### src/rtl/ascon_aead128_packer_if.sv
// Byte-word input stream and 128-bit block output of the Ascon-AEAD128 input packer.
// master = packer side (consumes words, produces blocks); slave = producer/core side.
interface ascon_aead128_packer_if #(
  parameter int IN_BYTES = 4
);
  localparam int NBW = $clog2(IN_BYTES) + 1;

  logic [8*IN_BYTES-1:0] in_data;
  logic [NBW-1:0]        in_nbytes;
  logic                  in_type;
  logic                  in_last;
  logic                  in_valid;
  logic                  in_ready;
  logic [127:0]          blk_data;
  logic [4:0]            blk_nbytes;
  logic                  blk_valid_ad;
  logic                  blk_valid_db;
  logic                  blk_start;
  logic                  blk_ready;

  modport master (
    input  in_data, in_nbytes, in_type, in_last, in_valid, blk_ready,
    output in_ready, blk_data, blk_nbytes, blk_valid_ad, blk_valid_db, blk_start
  );

  modport slave (
    output in_data, in_nbytes, in_type, in_last, in_valid, blk_ready,
    input  in_ready, blk_data, blk_nbytes, blk_valid_ad, blk_valid_db, blk_start
  );
endinterface

### src/rtl/ascon_aead128_packer.sv
// Packs AD/DB byte words into 0x01-padded 128-bit Ascon-AEAD128 blocks and drives the core handshake.
// Optional: define ASCON_PACKER_DBUF_EN to add an output block buffer so input keeps flowing during HOLD.
module ascon_aead128_packer #(
  parameter int IN_BYTES = 4
) (
  input  logic                   clk,
  input  logic                   rst_n,
  ascon_aead128_packer_if.master bus,
  output logic                   err
);
  localparam int NBW = $clog2(IN_BYTES) + 1;
  localparam logic [NBW-1:0] FULL_NB = NBW'(IN_BYTES);

  typedef enum logic [2:0] {
    IDLE, COLLECT_AD, COLLECT_DB, HOLD_AD, HOLD_DB, PAD_AD, PAD_DB
  } state_t;

  state_t       state_q, state_d, base_state;
  logic [127:0] buf_q, buf_d, base_buf, word_ext;
  logic [4:0]   fill_q, fill_d, base_fill, new_fill;
  logic         final_q, final_d, pad_q, pad_d;
  logic         session_q, session_d, err_q, err_d;
  logic         coll_valid, coll_db, coll_pad, coll_final;
  logic [127:0] coll_data;
  logic [4:0]   coll_nbytes;
  logic         adv, accept, bad, seg_db;
  logic         pres_valid, pres_db, pres_final;
  logic [127:0] pres_data;
  logic [4:0]   pres_nbytes;

  // The collector buffer presents itself in HOLD/PAD; fill_q is the real byte count.
  always_comb begin
    coll_valid  = state_q inside {HOLD_AD, HOLD_DB, PAD_AD, PAD_DB};
    coll_db     = state_q inside {HOLD_DB, PAD_DB};
    coll_pad    = state_q inside {PAD_AD, PAD_DB};
    coll_final  = coll_pad || (final_q && !pad_q);
    coll_data   = coll_pad ? 128'h1 : buf_q;
    coll_nbytes = coll_pad ? 5'd0 : fill_q;
  end

`ifdef ASCON_PACKER_DBUF_EN
  logic         o_valid_q, o_db_q, o_final_q;
  logic [127:0] o_data_q;
  logic [4:0]   o_nbytes_q;

  // The collector block leaves HOLD/PAD whenever the output buffer is free:
  // either the core takes it directly or it is parked in the output buffer.
  assign adv = !o_valid_q;

  always_ff @(posedge clk or negedge rst_n) begin
    if (!rst_n) begin
      o_valid_q  <= 1'b0;
      o_db_q     <= 1'b0;
      o_final_q  <= 1'b0;
      o_data_q   <= '0;
      o_nbytes_q <= '0;
    end else if (o_valid_q && bus.blk_ready) begin
      o_valid_q  <= 1'b0;
      o_data_q   <= '0;
      o_nbytes_q <= '0;
    end else if (!o_valid_q && coll_valid && !bus.blk_ready) begin
      o_valid_q  <= 1'b1;
      o_db_q     <= coll_db;
      o_final_q  <= coll_final;
      o_data_q   <= coll_data;
      o_nbytes_q <= coll_nbytes;
    end
  end

  always_comb begin
    pres_valid  = o_valid_q || coll_valid;
    pres_db     = o_valid_q ? o_db_q     : coll_db;
    pres_final  = o_valid_q ? o_final_q  : coll_final;
    pres_data   = o_valid_q ? o_data_q   : coll_data;
    pres_nbytes = o_valid_q ? o_nbytes_q : coll_nbytes;
  end

  // A new session waits until the previous final block has left the output buffer.
  assign bus.in_ready = ((state_q == IDLE) && !o_valid_q) ||
                        (state_q inside {COLLECT_AD, COLLECT_DB}) ||
                        (coll_valid && adv && (base_state inside {COLLECT_AD, COLLECT_DB}));
`else
  assign adv         = bus.blk_ready;
  assign pres_valid  = coll_valid;
  assign pres_db     = coll_db;
  assign pres_final  = coll_final;
  assign pres_data   = coll_data;
  assign pres_nbytes = coll_nbytes;
  assign bus.in_ready = state_q inside {IDLE, COLLECT_AD, COLLECT_DB};
`endif

  // First retire the presented block (base_*), then merge any accepted word on top of it.
  always_comb begin
    base_state = state_q;
    base_buf   = buf_q;
    base_fill  = fill_q;
    final_d    = final_q;
    pad_d      = pad_q;
    session_d  = session_q;
    err_d      = err_q;

    if (coll_valid && adv) begin
      base_buf  = '0;
      base_fill = '0;
      final_d   = 1'b0;
      pad_d     = 1'b0;
      if (!coll_pad && pad_q) begin
        base_state = coll_db ? PAD_DB : PAD_AD;
      end else if (coll_final) begin
        base_state = coll_db ? IDLE : COLLECT_DB;
        if (coll_db) session_d = 1'b0;
      end else begin
        base_state = coll_db ? COLLECT_DB : COLLECT_AD;
      end
    end

    accept = bus.in_valid && bus.in_ready;
    bad    = (bus.in_nbytes > FULL_NB) ||
             ((bus.in_nbytes < FULL_NB) && !bus.in_last) ||
             ((base_state == COLLECT_DB) && !bus.in_type);
    seg_db = (base_state == IDLE) ? bus.in_type : (base_state == COLLECT_DB);

    word_ext = '0;
    for (int j = 0; j < IN_BYTES; j++) begin
      if (j < int'(bus.in_nbytes)) word_ext[8*j +: 8] = bus.in_data[8*j +: 8];
    end
    new_fill = base_fill + 5'(bus.in_nbytes);

    state_d = base_state;
    buf_d   = base_buf;
    fill_d  = base_fill;

    if (accept) begin
      if (bad) begin
        err_d = 1'b1;
      end else begin
        buf_d  = base_buf | (word_ext << {base_fill, 3'b000});
        fill_d = new_fill;
        if (base_state == IDLE) session_d = 1'b1;
        if (bus.in_last) begin
          final_d = 1'b1;
          pad_d   = (new_fill == 5'd16);
          if (new_fill != 5'd16) buf_d = buf_d | (128'h1 << {new_fill, 3'b000});
          state_d = seg_db ? HOLD_DB : HOLD_AD;
        end else if (new_fill == 5'd16) begin
          state_d = seg_db ? HOLD_DB : HOLD_AD;
        end else begin
          state_d = seg_db ? COLLECT_DB : COLLECT_AD;
        end
      end
    end
  end

  always_ff @(posedge clk or negedge rst_n) begin
    if (!rst_n) begin
      state_q   <= IDLE;
      buf_q     <= '0;
      fill_q    <= '0;
      final_q   <= 1'b0;
      pad_q     <= 1'b0;
      session_q <= 1'b0;
      err_q     <= 1'b0;
    end else begin
      state_q   <= state_d;
      buf_q     <= buf_d;
      fill_q    <= fill_d;
      final_q   <= final_d;
      pad_q     <= pad_d;
      session_q <= session_d;
      err_q     <= err_d;
    end
  end

  // start stays high for the session but drops while the final DB block is on the output.
  assign bus.blk_start    = session_q && !(pres_valid && pres_db && pres_final);
  assign bus.blk_valid_ad = pres_valid && !pres_db;
  assign bus.blk_valid_db = pres_valid && pres_db;
  assign bus.blk_data     = pres_data;
  assign bus.blk_nbytes   = pres_nbytes;
  assign err              = err_q;
endmodule

### src/flat_wrapper.sv
// flat-port wrapper written by rule: the top's interface ports become plain ports
module ascon_aead128_packer_flat 
#(
  parameter int IN_BYTES = 4
)
  (clk, rst_n, err, bus_in_data, bus_in_nbytes, bus_in_type, bus_in_last, bus_in_valid, bus_blk_ready, bus_in_ready, bus_blk_data, bus_blk_nbytes, bus_blk_valid_ad, bus_blk_valid_db, bus_blk_start);
  ascon_aead128_packer_if #(.IN_BYTES(IN_BYTES)) bus_i ();
  input  logic clk;
  input  logic rst_n;
  output logic err;
  input wire logic [$bits(bus_i.in_data)-1:0] bus_in_data;
  input wire logic [$bits(bus_i.in_nbytes)-1:0] bus_in_nbytes;
  input wire logic [$bits(bus_i.in_type)-1:0] bus_in_type;
  input wire logic [$bits(bus_i.in_last)-1:0] bus_in_last;
  input wire logic [$bits(bus_i.in_valid)-1:0] bus_in_valid;
  input wire logic [$bits(bus_i.blk_ready)-1:0] bus_blk_ready;
  output wire logic [$bits(bus_i.in_ready)-1:0] bus_in_ready;
  output wire logic [$bits(bus_i.blk_data)-1:0] bus_blk_data;
  output wire logic [$bits(bus_i.blk_nbytes)-1:0] bus_blk_nbytes;
  output wire logic [$bits(bus_i.blk_valid_ad)-1:0] bus_blk_valid_ad;
  output wire logic [$bits(bus_i.blk_valid_db)-1:0] bus_blk_valid_db;
  output wire logic [$bits(bus_i.blk_start)-1:0] bus_blk_start;
  assign bus_i.in_data = bus_in_data;
  assign bus_i.in_nbytes = bus_in_nbytes;
  assign bus_i.in_type = bus_in_type;
  assign bus_i.in_last = bus_in_last;
  assign bus_i.in_valid = bus_in_valid;
  assign bus_i.blk_ready = bus_blk_ready;
  assign bus_in_ready = bus_i.in_ready;
  assign bus_blk_data = bus_i.blk_data;
  assign bus_blk_nbytes = bus_i.blk_nbytes;
  assign bus_blk_valid_ad = bus_i.blk_valid_ad;
  assign bus_blk_valid_db = bus_i.blk_valid_db;
  assign bus_blk_start = bus_i.blk_start;
  ascon_aead128_packer #(.IN_BYTES(IN_BYTES)) u_core (.clk(clk), .rst_n(rst_n), .bus(bus_i), .err(err));
endmodule
### config.mk
export PLATFORM = sky130hd
export DESIGN_NAME = ascon_aead128_packer_flat
export DESIGN_NICKNAME = d
export VERILOG_FILES = /design/src/rtl/ascon_aead128_packer_if.sv /design/src/rtl/ascon_aead128_packer.sv /design/src/flat_wrapper.sv
export SDC_FILE = /design/constraint.sdc
export NUM_CORES = 1
export LEC_CHECK = 0
export CORE_MARGIN = 2
export CORE_UTILIZATION = 52
export DETAILED_ROUTE_END_ITERATION = 8
export HOLD_SLACK_MARGIN = 0.03
export PLACE_DENSITY = 0.89
export SYNTH_ARGS = -nofsm -noshare
export SYNTH_HDL_FRONTEND = slang
export SYNTH_SLANG_ARGS = --single-unit
### constraint.sdc
create_clock -name clk -period 3.2 [get_ports clk]
set_clock_uncertainty 0.05 [all_clocks]
set_input_delay 0.64 -clock clk [delete_from_list [all_inputs] [get_ports clk]]
set_output_delay 0.64 -clock clk [all_outputs]
set_load 0.02 [all_outputs]
# --- Yosys cells after proc, flatten, opt, wreduce, memory -nomap -nowiden ---
# Cells that the tools add are included.
word_totals:
  ff_bits: 140
  in_bits: 41
  output_inout_bits: 138
  elab_cells: 95
op_classes:
  addsub: 1
  n_lt_le_gt_ge: 6
  n_eq_ne: 9
  shifts: 2
  n_mux: 42
  n_bitwise: 2
  reduce_logical: 26
ops:
  columns: ["cell", "n"]
  rows:
  - ["$mux 128", 6]
  - ["$or 128x128->128", 2]
  - ["$shl 1x8->128 const A", 1]
  - ["$shl 32x8->128", 1]
  - ["$mux 8", 4]
  - ["$mux 3", 8]
  - ["$mux 5", 4]
  - ["$mux 1", 16]
  - ["$logic_and 1x1->1", 10]
  - ["$eq 3x2->1 const B", 3]
  - ["$eq 3x3->1 const B", 3]
  - ["$mux 2", 4]
  - ["$logic_not 1->1", 6]
  - ["$logic_not 3->1", 2]
  - ["$lt 1x3->1 const A", 2]
  - ["$lt 2x3->1 const A", 2]
  - ["$add 5x3->5", 1]
  - ["$eq 5x5->1 const B", 1]
  - ["$ne 5x5->1 const B", 1]
  - ["$reduce_bool 2->1", 2]
  - ["$reduce_bool 4->1", 1]
  - ["$eq 3x1->1 const B", 1]
  - ["$gt 3x3->1 const B", 1]
  - ["$logic_or 1x1->1", 3]
  - ["3 further kinds", 3]

# --- Longest topological paths before layout ---
# Gate-level depths: netlist (run 1).
depth:
  ltp_word: 13
  ltp_mapped: 12
  mapped_depth_nobuf: 10

# --- Least setup slack after synthesis (run 1) ---
# Ideal clock, no wire load.
synth_timing:
  path_kind: "reg2reg"
  startpoint: "register u_core.state_q[2]"
  endpoint: "register u_core.state_q[1]"
  setup_time_ps: 124
  arrival_time_ps: 2796
  required_ps: 3026
  path_slack_ps: 231
  path_stages_with_launch: 13
  path_buffers: 2
  synth_period_minus_slack_ps: 2969
  cell_sequence: "dfrtp_1 -> buf_2 -> buf_2 -> nor2b_1 -> inv_1 -> ha_1 -> nand2b_1 -> a21boi_1 -> or3_1 -> o21a_1 -> ha_1 -> o21ai_0 -> a21oi_1"
synth_between:
  elab_chain_cells: 13
  elab_cells_between_ends: 36
  cone_classes: "1 x add/sub; 8 x eq/ne; 14 x mux; 13 x reduce/logical"
synth_rtl:
  columns: ["item", "line_no", "text"]
  rows:
  - ["from (decl)", "ascon_aead128_packer.sv:18", "state_t state_q, state_d, base_state;"]
  - ["from (signal assigned)", "ascon_aead128_packer.sv:164", "state_q <= state_d;"]
  - ["branches (longest 12 deep; another with $add 5x3->5)", null, null]
  - ["$mux 3 *", "ascon_aead128_packer.sv:133", "if (accept) begin"]
  - ["named net u_core.state_d[1]", "ascon_aead128_packer.sv:18", null]
# Mark *: on every way through the listed nets, which the timed path passes.
# A chain may end at the register's enable or synchronous reset.

# --- Worst setup path in the final report (run 1) ---
layout_timing:
  startpoint: "register u_core.state_q[2]"
  endpoint: "output port bus_blk_data[48]"
layout_between:
  elab_chain_cells: 3
  elab_cells_between_ends: 4
  cone_classes: "2 x eq/ne; 1 x mux; 1 x reduce/logical"
layout_rtl:
  columns: ["item", "line_no", "text"]
  rows:
  - ["$eq 3x3->1", "ascon_aead128_packer.sv:35", "coll_pad = state_q inside {PAD_AD, PAD_DB};"]
  - ["$reduce_bool 2->1 *", "ascon_aead128_packer.sv:35", null]
  - ["$mux 128 *", "ascon_aead128_packer.sv:37", "coll_data = coll_pad ? 128'h1 : buf_q;"]
  - ["to (decl)", "flat_wrapper.sv:18", "output wire logic [$bits(bus_i.blk_data)-1:0] bus_blk_data;"]
# Every way passes the cells marked *; elsewhere a longest branch is shown, timed or not.

==> metrics, run 1 <==
R2R depth=9; Reg-to-Reg Start=u_core.state_q[2]; Layout area overhead=32.6%; DIE WIDTH=about 130 um; flops & latches, synth=140; VDD IR max=729 uV; final worst slack=0.0710 ns; WHS=0.118 ns; drt first pass iters=6; Max Cap Viol=0; cell area power density=822 nW/um2; uppermost layer routed=met4; routed vias/inst=6.20; Hold WC Path Type=in -> async; commonest non-fill, non-tap cells in the layout=clkdlybuf4s50_1, nand2_1, dfrtp_1; layout cell share with drive strength beyond 1=0.125; via count=8505; CP Buf/Inv Count=3; DRC viols=0; critical path required time=2.51 ns; Place WS=-0.0129 ns; slew margin rel.=0.497; Congestion Overflow GR=0; Seq/Total Area, Yosys=0.410; Initial Util=0.534; Tcrit/Tclk final=0.978; CP startpoint=u_core.state_q[2]; final WL=29200 um; Resized cells post-CTS=0; Worst Max-Slew Pin Slew=0.754 ns; clock root buffer=clkbuf_16; Max Freq=320 MHz; Async SR Flop Fraction=1.00; First DRT Iteration DRCs=1072; Yosys cell types=82; Clk pin slew, worst setup/hold paths=0.07 ns; NumNets Final=around 1200; syn nets=between 1000 and 1500; ANT nets after route=0; crit end category=output port; hold_buf cts=0; initial antenna violation count=0; postcts setup bufs=0; Synth area leader=dfrtp_1; Die Ht=132 um; Primary FF master, synth=dfrtp_1; Final Setup Violations=0; run status=completed; Util after Layout=0.708; Worst path max stage delay=0.61 ns; total CTS buffers=17; Final min period=3.13 ns; main area contributors after synthesis=dfrtp_1, and2_1, nand2_1; Crit-path slowest cell=clkdlybuf4s50_1; EDFF count, synth=0; largest net degree at the start of global routing=96; Skew-Pair Late Insertion Delay=0.43 ns; mean routed wirelength per cell=21.3 um; total power=9.32 mW; first-pass GRT wire length=around 45000 um; Clock Tree Buf Depth=2; die area=17500 um2; final hold vios=0; Post-Synthesis Cells=970; CTS tree=done; gp weighted congestion=roughly 0.94; crit-path cells=buf_4 -> nand2_2 -> buf_12 -> and2_1 -> clkdlybuf4s50_1; Clock Sinks=140; gr usage total=0.329; Mapped Area=8550 um2; WS Path Type=reg -> out; Final Max Slew Viols=0; CP Depth=5; Mapped Avg Cell Area=slightly below 9 um2; metal2 WL=14300 um; DRT met1 WL=11400 um; Ports=179; Synth warnings=0; Site Rows=46; met3 wire len=2250 um; core footprint=16000 um2; ANT cells=0; CP delay by family, top=buffers and inverters; post-detail-place hpwl=21000 um; Synth top area share=0.410; number of global-route vias before repair=8001; CP Data Arrival Time=approximately 2.4 ns; crit-path max FO=95; crit start category=register; H-tree levels=4; leading cell type in the layout, fill and taps excluded=clkdlybuf4s50_1; IO buf count=178; leakage=4.76 nW
## per-stage QoR
stage          cell area, um2  instances   TNS (ns)
6_report                11300       1372          0
5_1_grt                 11300       1372  -0.000466
3_3_place_gp            10700       1340          0
4_1_cts                 11300       1372          0
2_1_floorplan            8550        970          0
3_5_place_dp            10700       1340    -0.0178
## metal layers
layer | vias up | track usage
met5 | - | 0
met4 | 0 | 0.152
met3 | 102 | 0.0507
met2 | 522 | 0.557
met1 | 4071 | 0.416
li1 | 3810 | -
## where the power goes
part,switching [mW],internal [mW],leakage (nW),total [mW]
Combinational,2.93,1.87,2.54,4.80
Sequential,0.285,2.13,1.92,2.42
Clock,0.837,1.27,0.309,2.10
Total,4.05,5.27,4.76,9.32
## flip-flops by register name, summed over array words and instances, names as in the netlist
| name | cells |
|---|---|
| u_core.err | 1 |
| u_core.pad_q | 1 |
| u_core.session_q | 1 |
| u_core.buf_q | 128 |
| u_core.fill_q | 5 |
| u_core.final_q | 1 |
| u_core.state_q | 3 |
## Yosys cell counts (all sizes together), types with 8 or more instances
| cell type | n |
|---|---|
| nand2 | 157 |
| dfrtp | 140 |
| and2 | 135 |
| o21ai | 103 |
| o22ai | 42 |
| buf | 40 |
| a22o | 39 |
| clkbuf | 37 |
| nor2 | 33 |
| a21oi | 32 |
| mux2 | 18 |
| nand3 | 15 |
| or3 | 13 |
| a31oi | 10 |
| nand2b | 10 |
| o21a | 10 |
| nor3 | 9 |
| nand3b | 8 |
| o211ai | 8 |
| xnor2 | 8 |
## final cells by class
cell class                 instances  area [um2]
sequential                       140        3500
inverter                           8        30.0
timing repair buffer             231        2240
clock buffer                      18         439
clock inverter                    14         184
fill                            1228        4670
multi-input combinational        745        4670
tap                              216         270
## path summary, 6_finish.rpt
| kind | endpoint | slack, ns |
|---|---|---|
| max in group asynchronous | u_core.buf_q[6] | 2.19 |
| min reg2reg | u_core.err | 0.42 |
| max reg2reg | u_core.buf_q[16] | 0.23 |
| min | u_core.buf_q[63] | 0.12 |
| min in group clk | u_core.err | 0.42 |
| max | bus_blk_data[48] | 0.07 |
## cells by family (layout without fill, tap and decap cells)
kind of cell | count (synthesis) | in the layout | synth area share
AND/OR/NAND/NOR | 404 | 404 | 0.246
AO/OA/AOI/OAI | 306 | 306 | 0.255
flip-flops | 140 | 140 | 0.410
buffers and inverters | 85 | 271 | 0.0471
multiplexers | 20 | 20 | 0.0260
XOR/XNOR | 13 | 13 | 0.0133
adder cells (fa/ha/maj) | 2 | 2 | 0.00293
Note: power is estimated with default switching activity, not from simulation.
==> run 2: changes to the inputs <==
- TNS_END_PERCENT: default -> 30
==> metrics, run 2 (same netlist as run 1, synthesis figures left out) <==
run status=completed (unchanged); Max Cap Viol=0 (unchanged); H-tree levels=4 (unchanged); die area=17500 um2 (unchanged); first-pass GRT wire length=44800 um (unchanged); crit end category=output port (unchanged); Reg-to-Reg Start=u_core.state_q[1] (was u_core.state_q[2]); mean routed wirelength per cell=21.3 um (about the same); post-detail-place hpwl=21000 um (unchanged); IO buf count=178 (unchanged); final worst slack=0.0712 ns (was 0.0710 ns); R2R depth=9 (unchanged); Tcrit/Tclk final=0.978 (about the same); Worst R2R End=u_core.buf_q[56] (was u_core.buf_q[16]); total negative slack=0 ns (unchanged); number of global-route vias before repair=8001 (unchanged); gp weighted congestion=0.936 (unchanged); leading cell type in the layout, fill and taps excluded=clkdlybuf4s50_1 (unchanged); DIE WIDTH=132 um (unchanged); largest net degree at the start of global routing=96 (unchanged); Ports=179 (unchanged); M1 GR Usage=0.416 (unchanged); met2 Use GR=0.557 (unchanged); leakage=4.76 nW (unchanged); Die Ht=132 um (unchanged); post-route cell area=11300 um2 (unchanged); DRC viols=0 (unchanged); top flop regs=u_core.buf_q: 128 flops, u_core.fill_q: 5 flops, u_core.state_q: 3 flops (unchanged); initial antenna violation count=0 (unchanged); ANT cells=0 (unchanged); via count=8518 (was 8505); gr usage total=0.329 (unchanged); Initial Util=0.534 (unchanged); Clock Sinks=140 (unchanged); VDD IR max=722 uV (was 729 uV); Place WS=-0.0129 ns (unchanged); final hold vios=0 (unchanged); ANT nets after route=0 (unchanged); CTS tree=done (unchanged); Final Setup Violations=0 (unchanged); NumNets Final=1186 (unchanged); Worst Max-Slew Pin Slew=0.745 ns (was 0.754 ns); Layout area overhead=32.6% (unchanged); Clock Tree Buf Depth=2 (unchanged); critical path required time=2.51 ns (about the same); fill count=1228 (unchanged); Skew-Pair Late Insertion Delay=0.44 ns (was 0.43 ns); crit start category=register (unchanged); Hold WC Path Type=in -> async (unchanged); Max Freq=320 MHz (about the same); clock root buffer=clkbuf_16 (unchanged); Site Rows=46 (unchanged); layout cell share with drive strength beyond 1=0.125 (unchanged); First DRT Iteration DRCs=1063 (was 1072); slew margin rel.=0.503 (was 0.497); drt first pass iters=9 (was 6); busiest grt layer=met2 (unchanged); routed vias/inst=6.21 (was 6.20); total CTS buffers=17 (unchanged); commonest non-fill, non-tap cells in the layout=clkdlybuf4s50_1, nand2_1, dfrtp_1 (unchanged); Final min period=3.13 ns (about the same); FF-to-FF setup slack=0.23 ns (about the same); dpl cell area=10700 um2 (unchanged); Final Max Slew Viols=0 (unchanged); crit-path max FO=95 (unchanged); max reg flops=128 (unchanged); WS Path Type=reg -> out (unchanged); grt met3 use=0.0507 (unchanged); cell area power density=822 nW/um2 (about the same); Reg with most FFs=u_core.buf_q (unchanged); Congestion Overflow GR=0 (unchanged); core footprint=16000 um2 (unchanged); final WL=29200 um (about the same); CP Data Arrival Time=2.44 ns (about the same); Clk pin slew, worst setup/hold paths=0.07 ns (about the same)
[run 2: cell counts in the layout (fill, tap and decap cells not counted)]
No cell type changed its count.
[run 2: worst max path at each step]
stage / startpoint / endpoint / slack [ns] / cells past startpoint
6_report: u_core.state_q[2] / bus_blk_data[86] / 0.07 / 5
5_1_grt: u_core.state_q[2] / u_core.buf_q[57] / -0.0005 / 9
4_1_cts: u_core.state_q[1] / u_core.buf_q[57] / 0.06 / 9
3_5_place_dp: bus_blk_ready / u_core.buf_q[105] / -0.01 / 7
3_3_place_gp: bus_blk_ready / u_core.buf_q[115] / 0.02 / 8
2_1_floorplan: u_core.state_q[2] / u_core.state_q[1] / 0.23 / 12
[run 2: layout make-up]
cell class / instances / area (um2) / share of cell area
flip-flops and latches: 140 / 3500 / 0.309
clock inverters: 14 / 184 / 0.0162
inverters: 8 / 30.0 / 0.00265
well taps: 216 / 270 / 0.0238
multi-input cells: 745 / 4670 / 0.412
repair buffers: 231 / 2240 / 0.197
clock buffers: 18 / 439 / 0.0387
[run 2: metrics by stage]
stage | power (mW) | hold WS [ns] | std cells | utilization
2_1_floorplan | 5.28 | 0.294 | 970 | -
3_3_place_gp | 7.03 | 0.401 | 1340 | 0.668
3_5_place_dp | 7.11 | 0.409 | 1340 | 0.668
4_1_cts | 9.22 | 0.140 | 1372 | 0.707
5_1_grt | 9.72 | 0.172 | 1372 | 0.708
6_report | 9.32 | 0.116 | 1372 | 0.708
[run 2: worst max-delay path, cell delays in order, from the launching register on]
cell and delay, ns:
dfrtp_1 0.51, buf_4 0.24, nand2_2 0.10, buf_12 0.26, and2_1 0.21, clkdlybuf4s50_1 0.62
[run 2: what timing repair did]
action                     CTS  global route
resized for setup            0             5
setup endpoints to repair    0            45
hold buffers                 0             0
buffers inserted             0             0
[run 2: power breakdown]
group / leakage, nW / switching, mW / internal [mW]
Sequential: 1.92 / 0.282 / 2.13
Clock: 0.309 / 0.839 / 1.27
Combinational: 2.54 / 2.93 / 1.87
Total: 4.76 / 4.05 / 5.27
[run 2: metal layers]
| layer | routed length [um] | up-vias |
|---|---|---|
| met5 | 0 | - |
| met4 | 1130 | 0 |
| met3 | 2320 | 96 |
| met2 | 14400 | 554 |
| met1 | 11400 | 4048 |
| li1 | - | 3820 |
